`config.mk`:
```
export PLATFORM = sky130hd
export DESIGN_NAME = mem_access_stage
export DESIGN_NICKNAME = d
export VERILOG_FILES = /design/src/rtl/mem_access_stage.sv
export SDC_FILE = /design/constraint.sdc
export NUM_CORES = 1
export LEC_CHECK = 0
export BUFFER_PORTS_ARGS = -buffer_cell sky130_fd_sc_hd__clkbuf_2
export CAP_MARGIN = 20
export CORE_MARGIN = 2
export CORE_UTILIZATION = 48
export CTS_BUF_LIST = sky130_fd_sc_hd__clkbuf_2 sky130_fd_sc_hd__clkbuf_4 sky130_fd_sc_hd__clkbuf_8
export CTS_CLUSTER_SIZE = 25
export DETAILED_ROUTE_END_ITERATION = 7
export PLACE_DENSITY = 0.82
export SKIP_CTS_REPAIR_TIMING = 1
export SLEW_MARGIN = 20
export SYNTH_ARGS = -nofsm -noshare
export SYNTH_HDL_FRONTEND = slang
export SYNTH_SLANG_ARGS = --single-unit
export TNS_END_PERCENT = 100
```
`constraint.sdc`:
```
create_clock -name clk -period 2.3 [get_ports clk]
set_clock_uncertainty 0.05 [all_clocks]
set_input_delay 0.345 -clock clk [delete_from_list [all_inputs] [get_ports clk]]
set_output_delay 0.345 -clock clk [all_outputs]
set_load 0.01 [all_outputs]
```
`src/rtl/mem_access_stage.sv`:
```
// MEM stage: classifies EX/MEM ops, runs one data-memory access with timeout, extends load data.
// Latency: non-mem ops 0 cycles; memory ops stall upstream from issue until ack (+1 DONE cycle).
module mem_access_stage #(
    parameter int TIMEOUT_CYCLES = 255
) (
    input  logic        clk,
    input  logic        reset,
    input  logic        valid_in,
    input  logic        regwrite_in,
    input  logic        memread_in,
    input  logic        memwrite_in,
    input  logic [2:0]  funct3_in,
    input  logic [4:0]  rd_in,
    input  logic [31:0] ALU_data_in,
    input  logic [31:0] store_data_in,
    output logic        dmem_req,
    output logic        dmem_we,
    output logic [31:0] dmem_addr,
    output logic [31:0] dmem_wdata,
    output logic [3:0]  dmem_be,
    input  logic [31:0] dmem_rdata,
    input  logic        dmem_ack,
    output logic        regwrite_MEM,
    output logic        memread_MEM,
    output logic [4:0]  rd_MEM,
    output logic [31:0] ALU_data_MEM,
    output logic [31:0] mem_data_MEM,
    output logic        stall_MEM,
    output logic        access_exc,
    output logic        bus_err
);
    localparam logic [1:0] S_IDLE = 2'd0;
    localparam logic [1:0] S_WAIT = 2'd1;
    localparam logic [1:0] S_DONE = 2'd2;
    localparam int CW = $clog2(TIMEOUT_CYCLES + 1);
    localparam logic [CW-1:0] LIMIT = CW'(TIMEOUT_CYCLES);

    logic [1:0]    r_state;
    logic [CW-1:0] r_cnt;
    logic [31:0]   r_addr;
    logic [31:0]   r_wdata;
    logic [31:0]   r_mem_data;
    logic [3:0]    r_be;
    logic          r_we;
    logic [1:0]    r_off;
    logic [2:0]    r_f3;

    logic w_memop, w_f3_ok, w_illegal, w_misalign;
    logic w_idle, w_wait, w_exc, w_start, w_at_limit, w_timeout, w_stall, w_kill;
    logic [3:0]  w_be;
    logic [31:0] w_wdata, w_shift, w_load;
    logic [15:0] w_half;

    assign w_memop    = valid_in & (memread_in ^ memwrite_in);
    assign w_f3_ok    = memwrite_in ? (funct3_in inside {3'b000, 3'b001, 3'b010})
                                    : (funct3_in inside {3'b000, 3'b001, 3'b010, 3'b100, 3'b101});
    assign w_illegal  = (valid_in & memread_in & memwrite_in) | (w_memop & ~w_f3_ok);
    assign w_misalign = w_memop & (((funct3_in[1:0] == 2'b10) & (|ALU_data_in[1:0]))
                                 | ((funct3_in[1:0] == 2'b01) & ALU_data_in[0]));

    assign w_idle     = (r_state == S_IDLE);
    assign w_wait     = (r_state == S_WAIT);
    assign w_exc      = reset & w_idle & (w_illegal | w_misalign);
    assign w_start    = reset & w_idle & w_memop & ~w_illegal & ~w_misalign;
    // The request is withdrawn in the limit cycle; a late ack there still completes the access.
    assign w_at_limit = w_wait & (r_cnt == LIMIT);
    assign w_timeout  = reset & w_at_limit & ~dmem_ack;
    assign w_stall    = reset & (w_start | (w_wait & ~w_timeout));
    assign w_kill     = w_stall | w_exc | w_timeout | ~reset;

    assign dmem_req     = reset & w_wait & ~w_at_limit;
    assign dmem_we      = r_we;
    assign dmem_addr    = r_addr;
    assign dmem_wdata   = r_wdata;
    assign dmem_be      = r_be;
    assign stall_MEM    = w_stall;
    assign access_exc   = w_exc;
    assign bus_err      = w_timeout;
    assign regwrite_MEM = valid_in & regwrite_in & ~w_kill;
    assign memread_MEM  = valid_in & memread_in & ~w_kill;
    assign rd_MEM       = rd_in;
    assign ALU_data_MEM = ALU_data_in;
    assign mem_data_MEM = r_mem_data;

    always_comb begin
        w_be    = 4'b1111;
        w_wdata = store_data_in;
        if (memwrite_in) begin
            case (funct3_in[1:0])
                2'b00: begin
                    w_be    = 4'b0001 << ALU_data_in[1:0];
                    w_wdata = {4{store_data_in[7:0]}};
                end
                2'b01: begin
                    w_be    = 4'b0011 << {ALU_data_in[1], 1'b0};
                    w_wdata = {2{store_data_in[15:0]}};
                end
                default: ;
            endcase
        end
    end

    assign w_shift = dmem_rdata >> {r_off, 3'b000};
    assign w_half  = r_off[1] ? dmem_rdata[31:16] : dmem_rdata[15:0];

    always_comb begin
        case (r_f3)
            3'b000:  w_load = {{24{w_shift[7]}}, w_shift[7:0]};
            3'b001:  w_load = {{16{w_half[15]}}, w_half};
            3'b100:  w_load = {24'd0, w_shift[7:0]};
            3'b101:  w_load = {16'd0, w_half};
            default: w_load = dmem_rdata;
        endcase
    end

    always_ff @(posedge clk) begin
        if (!reset) begin
            r_state    <= S_IDLE;
            r_cnt      <= '0;
            r_addr     <= '0;
            r_wdata    <= '0;
            r_be       <= '0;
            r_we       <= 1'b0;
            r_off      <= '0;
            r_f3       <= '0;
            r_mem_data <= '0;
        end else begin
            case (r_state)
                S_IDLE: begin
                    if (w_start) begin
                        r_state <= S_WAIT;
                        r_cnt   <= '0;
                        r_addr  <= {ALU_data_in[31:2], 2'b00};
                        r_we    <= memwrite_in;
                        r_be    <= w_be;
                        r_wdata <= w_wdata;
                        r_off   <= ALU_data_in[1:0];
                        r_f3    <= funct3_in;
                    end
                end
                S_WAIT: begin
                    if (dmem_ack) begin
                        if (!r_we) r_mem_data <= w_load;
                        r_state <= S_DONE;
                    end else if (w_at_limit) begin
                        r_state <= S_IDLE;
                    end else begin
                        r_cnt <= r_cnt + CW'(1);
                    end
                end
                default: r_state <= S_IDLE;
            endcase
        end
    end
endmodule

```
==> results.ini <==
[power_and_ir_drop]
power.switching_mw=1.08
clockPowerShare_pct=41.0
p_total_mw=4.28
switching_share_pct=25.2
p_leak_nw=2.96
power_per_cell_area_nw_per_um2=632
peakVddDrop_v=0.000475
share_seq_of_total_power_pct=47.7
combPwrFrac_pct=11.3
internal_power_mw=3.21

[detailed_routing]
drt_iter0_markers=443
ant_nets=0
firstDrtPassIters=5
wirelength_um=15500
routedWlPerCell_um=15.6
drcViolationCount=0
vias=5437
avgViaCountPerCell=5.46

[cts]
cts_buffer_depth=2
clock_sinks=114
htreeDepth=4
clkLatencyLatePin_ns=0.43
cts-root-buf=clkbuf_8
cts_tree=yes
clkTransAtPathRegs_ns=0.07
cts_buffers=17

[cells_and_area]
mostFrequentLayoutCells=clkbuf_2 (242), nand2_1 (150), dfxtp_1 (114), a21oi_1 (94)
drive_gt1_share_pct=36.4
final_util_pct=62.6
final_nets=955
diodes=0
area_delta_synth_final_pct=26.7
layout_commonest_cell=clkbuf_2
n_fill_cell=979

[global_routing]
grt_max_degree=46
grt_pass1_wl_um=23700
grt_pass1_vias=4976
grtUsageTotal_pct=25.6
overflow=0
antenna_found_initial=0

[sta]
fmax_mhz=467
rsz0062_at_grt=no
finalCritPeriodShare_pct=93.0
setup_viol=0
min_period_ns=2.14
finalHoldViolations=0
drv_slew=0
tns_ns=0
max_slew.worst_pin.slew_ns=0.580
slew_headroom_pct=60.9

[setup_path]
r2r_end=r_cnt[2]$_SDFFE_PN0P_
r2r_cells=5
r2r-start=r_cnt[0]$_SDFFE_PN0P_
path_max_fanout=7
required_ns=1.90
max_stage_delay_ns=0.36
crit_chain=ha_1 > nand3_1 > nor3_2 > nor2b_1 > clkbuf_2
cp-end-kind=output pin
ff2ff_setup_slack_ns=0.40
startpoint_type=flop
crit_type=flop to output pin
worstPathArrival_ns=1.74
crit_start=r_cnt[0]$_SDFFE_PN0P_
slowest_stage=dfxtp_1

[floorplanning]
coreArea_um2=10800
floorplan.die_area_um2=12000
rows=38
pin_count=255
die_w_um=110
start_util_pct=49.4
fp.dieH_um=110

[hold_path]
holdPathEnd=dmem_addr[14]$_SDFFE_PN0P_
hp-start=ALU_data_in[14]
hold_depth=3
hp-class=input port to flop

[synth]
yosysWarnings=0
yosysSeqAreaShare_pct=42.6
async_reset_ff_share_pct=0
synthFlopType=dfxtp_1
synth_edf_count=0
synthCells=651
synth_cell_types=51
netlist_area_um2=5350
ys_ff_latch=114
avgSynthCellArea_um2=8.22

[place]
gp_congestion=0.866
io_buffers=242
post-dp-hpwl_um=11400

[outcome]
status=completed

[job]
timing.max_cap.violations=0

## Yosys cell counts, drive strengths merged, types with 2 or more instances
cell | n | area share (%)
a211oi | 8 | 1.1
a21oi | 94 | 8.8
a311oi | 3 | 0.49
a41o | 2 | 0.37
and3 | 2 | 0.23
buf | 59 | 7.9
clkbuf | 29 | 2.0
dfxtp | 114 | 43
inv | 3 | 0.21
mux2 | 9 | 1.9
mux2i | 26 | 4.9
nand2 | 150 | 11
nand2b | 10 | 1.2
nand3 | 3 | 0.28
nand3b | 15 | 2.1
nor2 | 23 | 1.6
nor2b | 4 | 0.47
nor3 | 3 | 0.28
o211ai | 27 | 3.9
o21ai | 24 | 2.2
o22ai | 7 | 0.82
o2bb2ai | 7 | 1.1
xnor2 | 2 | 0.33
xor2 | 4 | 0.65
## worst max-delay path by stage
stage / endpoint / slack, ns / cells after the start
floorplan: stall_MEM / 0.50 / 6
global placement: dmem_be[1]$_SDFFE_PN0P_ / 0.43 / 6
detailed placement: dmem_be[3]$_SDFFE_PN0P_ / 0.36 / 6
CTS: bus_err / 0.10 / 5
global route: bus_err / 0.01 / 5
finish: bus_err / 0.16 / 5
## sequential cells by signal, summed over array words and instances, names as in the netlist
signal,cells
dmem_wdata,32
dmem_be,4
r_cnt,8
dmem_we,1
r_f3,3
dmem_addr,30
r_state,2
mem_data_MEM,32
r_off,2
## routing by layer
| layer | global-route usage, % | wire length [um] | up-vias |
|---|---|---|---|
| met1 | 29.1 | 6070 | 2520 |
| met2 | 43.4 | 7610 | 262 |
| li1 | - | - | 2614 |
| met4 | 12.3 | 461 | 0 |
| met3 | 8.18 | 1350 | 41 |
| met5 | 0 | 0 | - |
## worst max-delay path, delay by kind of cell, from the launching register on
kind | cells | cell delay [ns]
flops | 1 | 0.36
buf+inv | 1 | 0.14
fa+ha+maj | 1 | 0.24
simple gates | 3 | 0.57
## cells by family after synthesis
logic type / synth area share, %
and+or+nand+nor: 18.4
AOI/OAI and AO/OA: 20.7
DFF: 42.6
buffers and inverters: 10.2
muxes: 6.76
xor gates and xnor gates: 0.982
adders and majority gates: 0.234
other: 0.0701
## stage by stage
stage / instances / cell area, um2 / hold slack, ns / setup slack (ns)
6_report: 995 / 6780 / 0.0934 / 0.160
2_1_floorplan: 652 / 5360 / 0.399 / 0.500
5_1_grt: 995 / 6780 / 0.0735 / 0.0147
4_1_cts: 995 / 6780 / 0.0689 / 0.100
3_5_place_dp: 964 / 6410 / 0.396 / 0.364
3_3_place_gp: 964 / 6410 / 0.391 / 0.426
## area by class of cell
cell class,count,area (um2),share of cell area [%]
Sequential cell,114,2280,33.6
Tap cell,140,175,2.58
Multi-Input combinational cell,446,2560,37.7
Clock inverter,6,55.1,0.812
Timing Repair Buffer,260,1380,20.4
Clock buffer,25,313,4.61
Inverter,4,15.0,0.221
## power groups by stage
stage / Combinational [mW] / Sequential (mW) / Clock (mW)
2_1_floorplan: 0.266 / 2.10 / 0
3_3_place_gp: 0.473 / 2.09 / 0
3_5_place_dp: 0.478 / 2.09 / 0
4_1_cts: 0.481 / 2.04 / 1.79
5_1_grt: 0.523 / 2.05 / 1.89
6_report: 0.482 / 2.04 / 1.76
Note: power is estimated with default switching activity, not from simulation.
